**config.mk**
```make
export PLATFORM = sky130hd
export DESIGN_NAME = shifter
export DESIGN_NICKNAME = d
export VERILOG_FILES = /design/src/rtl/shifter.sv
export SDC_FILE = /design/constraint.sdc
export NUM_CORES = 1
export LEC_CHECK = 0
export BUFFER_PORTS_ARGS = -buffer_cell sky130_fd_sc_hd__buf_2
export CAP_MARGIN = 20
export CORE_ASPECT_RATIO = 1.25
export CORE_MARGIN = 2
export CORE_UTILIZATION = 45
export CTS_CLUSTER_SIZE = 28
export DETAILED_ROUTE_END_ITERATION = 16
export GPL_ROUTABILITY_DRIVEN = 0
export PLACE_DENSITY = 0.7
export SLEW_MARGIN = 20
export SYNTH_ARGS = -nofsm -noshare
export SYNTH_HDL_FRONTEND = slang
export SYNTH_SLANG_ARGS = --single-unit
```
**constraint.sdc**
```tcl
create_clock -name clk -period 1.75 [get_ports clk]
set_input_delay 0.2625 -clock clk [delete_from_list [all_inputs] [get_ports clk]]
set_output_delay 0.2625 -clock clk [all_outputs]
set_load 0.005 [all_outputs]
```
**src/rtl/shifter.sv**
```systemverilog
// Single-stage registered shifter: pass, lsl1, lsr1 or asr1 under a 2-bit opcode.
// The result, the shifted-out bit and a zero flag are registered, with a valid bit alongside.
module shifter #(
    parameter int WIDTH = 16
) (
    input  logic             clk,
    input  logic             reset,
    input  logic             in_valid,
    input  logic [WIDTH-1:0] in,
    input  logic [1:0]       shift,
    output logic [WIDTH-1:0] sout,
    output logic             cout,
    output logic             zero,
    output logic             out_valid
);

    typedef enum logic [1:0] {
        OP_PASS = 2'b00,
        OP_LSL  = 2'b01,
        OP_LSR  = 2'b10,
        OP_ASR  = 2'b11
    } op_t;

    logic [WIDTH-1:0] w_result;
    logic             w_cout;
    logic             w_zero;

    logic [WIDTH-1:0] r_sout;
    logic             r_cout;
    logic             r_zero;
    logic             r_valid;

    always_comb begin
        w_result = in;
        w_cout   = 1'b0;
        case (op_t'(shift))
            OP_PASS: begin
                w_result = in;
                w_cout   = 1'b0;
            end
            OP_LSL: begin
                w_result = {in[WIDTH-2:0], 1'b0};
                w_cout   = in[WIDTH-1];
            end
            OP_LSR: begin
                w_result = {1'b0, in[WIDTH-1:1]};
                w_cout   = in[0];
            end
            OP_ASR: begin
                w_result = {in[WIDTH-1], in[WIDTH-1:1]};
                w_cout   = in[0];
            end
            default: begin
                w_result = in;
                w_cout   = 1'b0;
            end
        endcase
    end

    assign w_zero = (w_result == '0);

    // Reset wins over in_valid, so a result accepted on the reset edge is discarded.
    always_ff @(posedge clk) begin
        if (reset) begin
            r_sout  <= '0;
            r_cout  <= 1'b0;
            r_zero  <= 1'b0;
            r_valid <= 1'b0;
        end else if (in_valid) begin
            r_sout  <= w_result;
            r_cout  <= w_cout;
            r_zero  <= w_zero;
            r_valid <= 1'b1;
        end else begin
            r_valid <= 1'b0;
        end
    end

    assign sout      = r_sout;
    assign cout      = r_cout;
    assign zero      = r_zero;
    assign out_valid = r_valid;

`ifndef SYNTHESIS
    a_shift_known: assert property (@(posedge clk) disable iff (reset)
        in_valid |-> !$isunknown(shift))
        else $error("shift opcode is X/Z while in_valid is high");
`endif

endmodule

```
**After elaboration in Yosys (flattened, before gate mapping)**

Cells that the tools add are included.

- Equal/unequal tests: 3
- Multiplexer cells: 3
- Reductions and logical operators: 3

Operator list:

| operator | count |
|---|---|
| 16-bit case mux with 4 select lines | 1 |
| 16-bit logical NOT | 1 |
| 2-bit equality test (second input constant) | 2 |
| 1-bit case mux with 3 select lines | 1 |
| 2-bit by 1-bit equality test with 1-bit output (second input constant) | 1 |
| 2-bit logical NOT | 1 |
| 2-bit OR reduction | 1 |
| 1-bit 2-to-1 mux | 1 |

- Flip-flop bits (word level): 19
- Word-level logic and storage cells: 13

**Depth between registers and ports, before layout**

Gate-level depths: netlist (run 1).

- Word-level depth: 3
- Mapped depth: 7
- Depth with buffers taken out: 5

**Least setup slack after synthesis (run 1)**

No wires, ideal clock.

- Path type: input-to-reg
- From: input shift[1]
- To: register r_zero, in the netlist zero
- Setup time: 0.088 ns
- Data arrival time: 1.197 ns
- Slack: 0.465 ns
- Stages on the path: 6
- Path buffers: 1
- Path through: buf_6 -> and2b_1 -> a22oi_1 -> nor4_2 -> nand4_1 -> o32ai_2

- Cells in the longest elaborated chain, start to end: 3

RTL lines:

| what | line | source |
|---|---|---|
| start: declaration | 10 | `input logic [1:0] shift,` |
| 2-bit equality test (tied with other cells) | 36 | `case (op_t'(shift))` |
| 16-bit case mux with 4 select lines (*) | 36 |  |
| 16-bit logical NOT (*) | 60 | `assign w_zero = (w_result == '0);` |
| end signal: assignment | 72 | `r_zero <= w_zero;` |
| end: declaration | 30 | `logic r_zero;` |

Every way passes the cells marked *; elsewhere a longest branch is shown, timed or not.
A chain may end at the register's enable or synchronous reset.

**Final worst setup path (run 1)**

- From: input shift[0]
- To: register r_zero, in the netlist zero

The elaborated chain is that of the path after synthesis.

==> impl_metrics.csv, run 1 <==
group,metric,value,unit
status,status,"finished, final reports clean",
logic_synthesis,synthXorXnorAreaFrac,0.00778,
floorplanning,die_w,48.7,um
critical_path,endpoint,"zero$_SDFFE_PP0P_",
routing,drtIter0Drc,15,
floorplanning,rows,20,
logic_synthesis,yosysUniqueCellTypes,27,
clocking,cts_sinks,19,
clocking,post_cts_resized,0,
power,ir_worst_vdd,0.000462,V
clocking,cts_tree,"yes",
floorplanning,start_util,0.469,
logic_synthesis,synth-simple-area-share,0.196,
logic_synthesis,synth_top_family_by_area,"multiplexers",
finish,diodes,0,
logic_synthesis,synth_cells,136,
finish,finalNetCount,193,
critical_path,r2r-start,"sout[11]$_SDFFE_PP0P_",
power,p_int,0.000651,W
sta,period_minus_slack,1.31,ns
logic_synthesis,synth_top_cell_by_area,"dfxtp_1",
routing,vias_per_cell,5.20,
floorplanning,die_h,59.9,um
power,p_leak,0.654,nW
sta,finalHoldViolCount,0,
logic_synthesis,ys.flop_type,"dfxtp_1",
clocking,cts_hold_buf,0,
clocking,htree_levels,1,
logic_synthesis,synth_edf_count,0,
critical_path,critical_path_class,"input port to flip-flop",
power,power,0.000921,W
critical_path,rr_endpoint,"sout[11]$_SDFFE_PP0P_",
critical_path,crit_arrival,1.52,ns
clocking,cts.path.max_buffers,2,
power,pwr-share-comb,0.246,
logic_synthesis,async_flop_share,0,
routing,dr_total_vias,1061,
clocking,post_cts_buffers,0,
global_route,grt_use_total,0.187,
critical_path,endpoint_kind,"flip-flop",
routing,firstDrtPassIters,5,
routing,route.met3.wl,160,um
global_route,grt_overflow,0,
routing,drc,0,
power,clkPwrFrac,0.242,
logic_synthesis,syn_nets,157,
routing,dr.max_layer_used,"met4",
logic_synthesis,synth_fa_ha_area_frac,0,
power,swShare,0.294,
sta,setup_tns,0,ns
critical_path,crit_required,1.97,ns
clocking,cts.clk_slew.worst_paths,0.11,ns
logic_synthesis,yosysSeqAreaShare,0.338,
floorplanning,ios,40,
critical_path,crit_fanout,10,
finish,drive_above_1_share,0.292,
placed_design,io_buffers,39,
sta,max_slew_margin,0.735,
placed_design,dp_hpwl,2000,um
critical_path,cp-start-kind,"input port",
sta,fin_crit_sh,0.746,
logic_synthesis,yosysTopAreaCellShare,0.338,
logic_synthesis,synth_area,1130,um^2
routing,drt.antenna.violating_nets,0,
power,power_frac_seq,0.513,
power,powerDensity,686,nW/um^2
logic_synthesis,yosysWarnings,0,
sta,rsz0062_at_grt,"no",
clocking,cts_buffers,3,
logic_synthesis,synth_mux_area_frac,0.233,
global_route,antenna_found_initial,0,
hold_path,hp-class,"input port to flip-flop",
finish,utilization,0.559,
sta,max_slew.worst_pin.slew,0.398,ns
routing,drt-met1-wl,1230,um
run,maxCapViolations,0,
global_route,grt_pass1_vias,925,
global_route,grt_pass1_wl,4190,um
floorplanning,dieArea,2920,um^2
routing,met2WireLength,1230,um
clocking,clk_latency,0.29,ns
sta,fin_worst_skew,0,ns
critical_path,critPathLaunch,"shift[0]",
critical_path,ff2ff_setup_slack,0.97,ns
logic_synthesis,synth.most_common_cell,"mux2i_1",
sta,setup_viol,0,
logic_synthesis,avgSynthCellArea,8.28,um^2
finish,areaGrowthSynthToFinish,19.3,%
routing,wl,2650,um
routing,wl_per_cell,13.0,um
global_route,grt_max_degree,24,
critical_path,reg2regPathDepth,3,
power,p_sw,0.000271,W
logic_synthesis,synth-seq-cells,19,
logic_synthesis,synth_area_leaders,"dfxtp_1 (34%), mux2i_1 (21%), nor2_1 (7.7%)",
sta,maxSlewViolCount,0,
floorplanning,core,2400,um^2
logic_synthesis,synth_common_cells,"mux2i_1 (24), nor2_1 (23), dfxtp_1 (19)",
clocking,cts_root_buf,"clkbuf_4",
sta,fmax,766,MHz
logic_synthesis,synth_compound_area_frac,0.159,
how the worst min path moves through the flow:
stage	slack, ns	from	to	cells past startpoint
detailed placement	0.47	sout[2]$_SDFFE_PP0P_	sout[2]$_SDFFE_PP0P_	2
global route	0.31	in_valid	out_valid$_SDFF_PP0_	2
finish	0.30	in_valid	cout$_SDFFE_PP0P_	2
global placement	0.46	sout[2]$_SDFFE_PP0P_	sout[2]$_SDFFE_PP0P_	2
floorplan	0.47	sout[2]$_SDFFE_PP0P_	sout[2]$_SDFFE_PP0P_	2
CTS	0.30	in_valid	cout$_SDFFE_PP0P_	2
worst max-delay path, stage by stage:
cell and delay (ns):
buf_2 0.21, mux2i_1 0.21, o21ai_0 0.15, nor4_2 0.34
nand4_1 0.15, o32ai_2 0.21
power groups by stage:
| stage | Combinational (W) | Sequential (W) | Clock [W] |
|---|---|---|---|
| 4_1_cts | 0.000226 | 0.000473 | 0.000233 |
| 3_3_place_gp | 0.000222 | 0.000481 | 0 |
| 6_report | 0.000226 | 0.000472 | 0.000223 |
| 5_1_grt | 0.000251 | 0.000475 | 0.000244 |
| 3_5_place_dp | 0.000225 | 0.000482 | 0 |
| 2_1_floorplan | 0.000140 | 0.000485 | 0 |
per-layer routing:
metal	track usage	vias to the layer above
li1	-	540
met1	0.247	477
met2	0.295	39
met3	0.0425	5
met4	0.0816	0
met5	0	-
placed cells by master, fill, tap and decap left out:
master and count:
nor2_1 23, nand2_1 14, dfxtp_1 19, a2111oi_2 1, o21bai_1 1, mux2_2 2, a211oi_1 2, nor2b_1 1
clkbuf_4 3, nand4_1 1, o211ai_1 1, nand2b_1 3, inv_1 2, o21ai_1 5, and2b_1 2, clkbuf_1 1
nor3_1 2, a22oi_1 3, buf_2 39, o21ai_0 8, nor4_2 1, o32ai_2 1, xnor2_1 1, nor4_1 2
mux2i_1 24, buf_4 3, a21oi_1 6
through the flow:
stage                     worst slack, ns  hold slack (ns)  area [um^2]  cells
final                               0.444            0.300         1340    204
after global routing                0.286            0.312         1340    204
after detailed placement            0.124            0.467         1320    200
after floorplan                     0.465            0.466         1130    136
after CTS                           0.447            0.298         1340    204
after global placement              0.188            0.460         1320    200
registers in the layout (all words and copies together) (netlist names):
name       flops
sout          16
cout           1
out_valid      1
zero           1
cell type report:
type,instances,area (um^2)
inverter,2,7.51
clock buffer,4,26.3
fill,246,1060
sequential,19,380
timing repair buffer,42,218
tap,33,41.3
multi-input combinational,104,671
cell families after synthesis:
group / after synthesis
and+or+nand+nor: 49
AOI/OAI and AO/OA: 28
muxes: 26
DFF: 19
buffers and inverters: 13
xor gates and xnor gates: 1
No activity file was read; power rests on OpenSTA's default activity.
==> inputs of run 2 (changes only) <==
clock period = 1.37 ns   (was 1.75 ns; I/O delays follow)
==> run 2 against run 1 <==
Count of clock-buffer cells in the layout down 1. Non-clock buffer count up 11. Die area unchanged. Global-route usage up 1.0 points. Total power up 32%. Combinational power up 43%. Hold slack worse by 0.025 ns. Clock power up 30%. Sequential power up 28%. Final cell count up 5.4%. Critical endpoint unchanged. Largest power group unchanged.
==> impl_metrics.csv, run 2 (synthesized netlist as in run 1, its figures left out) <==
group,metric,value,unit
routing,drtIter0Drc,39,
finish,utilization,0.599,
sta,setup_viol,0,
finish,diodes,0,
clocking,cts_hold_buf,0,
global_route,grt_overflow,0,
clocking,cts_root_buf,"clkbuf_4",
clocking,cts.path.max_buffers,2,
sta,max_slew_margin,0.762,
routing,wl_per_cell,12.5,um
floorplanning,rows,20,
clocking,clk_latency,0.30,ns
sta,period_minus_slack,1.16,ns
power,p_int,0.000855,W
sta,fin_worst_skew,0,ns
sta,maxSlewViolCount,0,
finish,seq_area,380,um^2
clocking,cts_sinks,19,
finish,nFillCells,251,
finish,largest_reg_flops,16,
routing,firstDrtPassIters,4,
clocking,cts_buffers,3,
sta,fmax,862,MHz
routing,drc,0,
placed_design,io_buffers,39,
global_route,antenna_found_initial,0,
run,maxCapViolations,0,
clocking,htree_levels,1,
sta,finalWorstSetupSlack,0.210,ns
routing,drt.antenna.violating_nets,0,
routing,vias_per_cell,5.24,
clocking,post_cts_resized,0,
global_route,grt_pass1_vias,1015,
finish,multi_input_area,671,um^2
floorplanning,die_w,48.7,um
floorplanning,dieArea,2920,um^2
power,pwr-share-comb,0.266,
sta,fin_crit_sh,0.847,
power,p_leak,0.715,nW
clocking,post_cts_buffers,0,
critical_path,crit_fanout,9,
finish,final_cell_mix,"buf_2 (39), mux2i_1 (24), nor2_1 (23), dfxtp_1 (19), nand2_1 (14)",
floorplanning,die_h,59.9,um
clocking,cts_tree,"yes",
floorplanning,ios,40,
finish,drive_above_1_share,0.341,
power,clkPwrFrac,0.238,
floorplanning,start_util,0.469,
status,status,"finished, final reports clean",
floorplanning,core,2400,um^2
finish,areaGrowthSynthToFinish,27.9,%
critical_path,crit_required,1.59,ns
sta,max_slew.worst_pin.slew,0.358,ns
finish,finalNetCount,204,
power,power_frac_seq,0.496,
power,swShare,0.297,
placed_design,pre_cts_slack,-0.116,ns
global_route,grt_pass1_wl,4430,um
hold_path,hp-class,"input port to flip-flop",
power,powerDensity,845,nW/um^2
critical_path,critical_path_class,"input port to flip-flop",
placed_design,dp_hpwl,2110,um
critical_path,crit_arrival,1.38,ns
power,p_sw,0.000362,W
finish,final_common_cell,"buf_2",
critical_path,endpoint_kind,"flip-flop",
power,ir_worst_vdd,0.000798,V
hold_path,holdPathStages,2,
critical_path,cp-start-kind,"input port",
clocking,cts.clk_slew.worst_paths,0.11,ns
critical_path,reg2regPathDepth,3,
routing,dr_total_vias,1126,
global_route,grt_max_degree,27,
power,power,0.00122,W
sta,rsz0062_at_grt,"no",
global_route,grt_use_total,0.198,
sta,finalHoldViolCount,0,
routing,wl,2690,um
run 2: cell types whose count changed in the layout (fill, tap and decap cells not counted):
cell      before  now
buf_4          3   13
buf_12         0    1
clkinv_2       0    1
clkbuf_1       1    0
run 2: per-stage QoR:
step,hold WS (ns),instance area (um^2),cells,TNS [ns]
finish,0.276,1440,215,0
global route,0.284,1440,215,0
CTS,0.275,1440,215,0
detailed placement,0.469,1410,211,-0.163
global placement,0.461,1410,211,-0.0418
floorplan,0.441,1130,136,0
run 2: final cells by class:
type | count | share of cell area
Sequential cell | 19 | 0.264
Clock inverter | 1 | 0.00348
Timing Repair Buffer | 53 | 0.217
Clock buffer | 3 | 0.0156
Tap cell | 33 | 0.0287
Inverter | 2 | 0.00521
Multi-Input combinational cell | 104 | 0.466
run 2: worst paths after layout:
| kind | from | to | slack [ns] |
|---|---|---|---|
| worst max-delay path | shift[0] | zero$_SDFFE_PP0P_ | 0.21 |
| worst min-delay path | in_valid | out_valid$_SDFF_PP0_ | 0.28 |
| worst max register to register | sout[11]$_SDFFE_PP0P_ | sout[11]$_SDFFE_PP0P_ | 0.59 |
| worst min register to register | sout[2]$_SDFFE_PP0P_ | sout[2]$_SDFFE_PP0P_ | 0.48 |
run 2: critical path, cell delays in order:
cell	delay, ns
buf_2	0.18
mux2i_1	0.20
o21ai_0	0.14
nor4_2	0.31
nand4_1	0.14
o32ai_2	0.20
run 2: power by group through the flow:
stage          registers, W  logic [W]  clock network, W
2_1_floorplan      0.000620   0.000179                 0
3_3_place_gp       0.000614   0.000319                 0
3_5_place_dp       0.000617   0.000323                 0
4_1_cts            0.000604   0.000325          0.000299
5_1_grt            0.000608   0.000361          0.000320
6_report           0.000604   0.000324          0.000290
run 2: layer usage:
layer  vias up  part of all wire  GRT usage
met4         0             0.025     0.0939
met3         8             0.055     0.0350
met5         -                 0          0
met2        37              0.47      0.323
met1       517              0.45      0.255
li1        564                 -          -
==> inputs of run 3 (changes only) <==
clock period = 1.2 ns   (was 1.37 ns; I/O delays follow)
==> run 3 against run 2 <==
Flip-flop and latch count stayed put. Sequential share of layout area down 1.0 points. Sequential power rose by 14%. Highest routed layer unchanged. Core utilization is 2.4 points higher. Non-clock buffer count is 8 higher. Critical path type unchanged. Die area unchanged. Hold slack got worse by 0.091 ns.
==> impl_metrics.csv, run 3 (synthesized netlist as in run 1, its figures left out) <==
group,metric,value,unit
critical_path,crit_required,1.42,ns
routing,drtIter0Drc,26,
clocking,post_cts_buffers,0,
critical_path,cp_slowest_cell,"o32ai_2",
floorplanning,die_w,48.7,um
floorplanning,core,2400,um^2
clocking,clk_latency,0.30,ns
finish,final_cell_mix,"buf_2 (39), mux2i_1 (24), nor2_1 (23), buf_4 (21), dfxtp_1 (19)",
finish,diodes,0,
clocking,cts.clk_slew.worst_paths,0.10,ns
global_route,grt_use_total,0.201,
critical_path,path_buf_inv,2,
sta,fin_crit_sh,0.929,
power,power_frac_seq,0.490,
placed_design,dp_hpwl,2160,um
critical_path,critical_path_class,"input port to flip-flop",
floorplanning,start_util,0.469,
finish,utilization,0.624,
power,pwr-share-comb,0.276,
clocking,cts_root_buf,"clkbuf_4",
power,p_sw,0.000403,W
hold_path,hp-class,"input port to flip-flop",
power,p_int,0.00100,W
critical_path,r2r-start,"sout[11]$_SDFFE_PP0P_",
finish,drive_above_1_share,0.363,
routing,vias_per_cell,5.08,
sta,max_slew_margin,0.828,
sta,finalHoldViolCount,0,
status,status,"finished, final reports clean",
finish,nFillCells,234,
critical_path,endpoint_kind,"flip-flop",
critical_path,critical_path.top_delay_family,"compound AO/OA/AOI/OAI gates",
clocking,cts_tree,"yes",
sta,fmax,897,MHz
global_route,antenna_found_initial,0,
finish,finalNetCount,212,
finish,fin_cells,223,
sta,maxSlewViolCount,0,
critical_path,rr_endpoint,"sout[11]$_SDFFE_PP0P_",
routing,drc,0,
power,power,0.00140,W
sta,max_slew.worst_pin.slew,0.256,ns
clocking,cts.path.max_buffers,2,
sta,period_minus_slack,1.12,ns
critical_path,ff2ff_setup_slack,0.45,ns
finish,final_common_cell,"buf_2",
global_route,grt_pass1_vias,1084,
floorplanning,dieArea,2920,um^2
placed_design,numPlacedInstances,219,
hold_path,min_to,"sout[1]$_SDFFE_PP0P_",
hold_path,holdPathStages,2,
routing,drt.antenna.violating_nets,0,
sta,setup_viol,0,
floorplanning,ios,40,
sta,fin_worst_skew,0,ns
hold_path,worstHoldStart,"reset",
finish,areaGrowthSynthToFinish,33.1,%
global_route,grt_pass1_wl,4530,um
power,swShare,0.287,
routing,dr_total_vias,1132,
global_route,grt_max_degree,26,
sta,rsz0062_at_grt,"no",
placed_design,io_buffers,39,
power,p_leak,0.751,nW
clocking,htree_levels,1,
power,powerDensity,936,nW/um^2
critical_path,cp-start-kind,"input port",
finish,largest_reg_flops,16,
run,maxCapViolations,0,
sta,setup_tns,0,ns
critical_path,crit_arrival,1.34,ns
critical_path,crit_fanout,8,
routing,firstDrtPassIters,4,
floorplanning,die_h,59.9,um
global_route,grt_overflow,0,
power,clkPwrFrac,0.233,
critical_path,critPathMaxStageDelay,0.25,ns
floorplanning,rows,20,
routing,wl,2680,um
routing,wl_per_cell,12.0,um
clocking,cts_buffers,3,
power,ir_worst_vdd,0.000595,V
critical_path,reg2regPathDepth,3,
critical_path,path_cells,"buf_2, buf_4, nor3_1, a21oi_1, nor4_1, o21ai_1, o32ai_2",
clocking,cts_sinks,19,
run 3: timing repair:
item,4_1_cts,5_1_grt
endpoints found under the setup margin,0,1
gates resized for setup,0,1
hold buffers,0,0
run 3: per-layer routing:
metal	part of all wire	global-route usage	vias up
li1	-	-	585
met1	0.41	0.222	510
met2	0.52	0.368	32
met3	0.047	0.0350	5
met4	0.017	0.110	0
met5	0	0	-
run 3: worst max-delay path by stage:
stage | startpoint | slack [ns] | end | cells after the start
6_report | shift[0] | 0.08 | zero$_SDFFE_PP0P_ | 7
5_1_grt | shift[0] | 0.007 | zero$_SDFFE_PP0P_ | 6
4_1_cts | shift[0] | 0.05 | zero$_SDFFE_PP0P_ | 6
3_5_place_dp | shift[0] | -0.29 | zero$_SDFFE_PP0P_ | 6
3_3_place_gp | shift[0] | -0.20 | zero$_SDFFE_PP0P_ | 6
2_1_floorplan | shift[0] | 0.0005 | zero$_SDFFE_PP0P_ | 6
run 3: cell type report:
| type | count | area [um^2] | share of cell area |
|---|---|---|---|
| Multi-Input combinational cell | 104 | 671 | 0.447 |
| Sequential cell | 19 | 380 | 0.254 |
| Timing Repair Buffer | 61 | 373 | 0.249 |
| Tap cell | 33 | 41.3 | 0.0275 |
| Clock buffer | 4 | 26.3 | 0.0175 |
| Inverter | 2 | 7.51 | 0.00501 |
run 3: per-stage QoR:
stage          hold slack, ns  cell area [um^2]  setup slack [ns]
6_report                0.184              1500            0.0847
5_1_grt                 0.189              1500           0.00652
4_1_cts                 0.183              1500            0.0485
3_5_place_dp            0.463              1470            -0.291
3_3_place_gp            0.457              1470            -0.205
2_1_floorplan           0.415              1130          0.000499
run 3: power by group through the flow:
stage	Clock (W)	Combinational, W	Sequential (W)
2_1_floorplan	0	0.000206	0.000708
3_3_place_gp	0	0.000379	0.000701
3_5_place_dp	0	0.000388	0.000703
4_1_cts	0.000341	0.000391	0.000688
5_1_grt	0.000367	0.000432	0.000693
6_report	0.000327	0.000388	0.000688
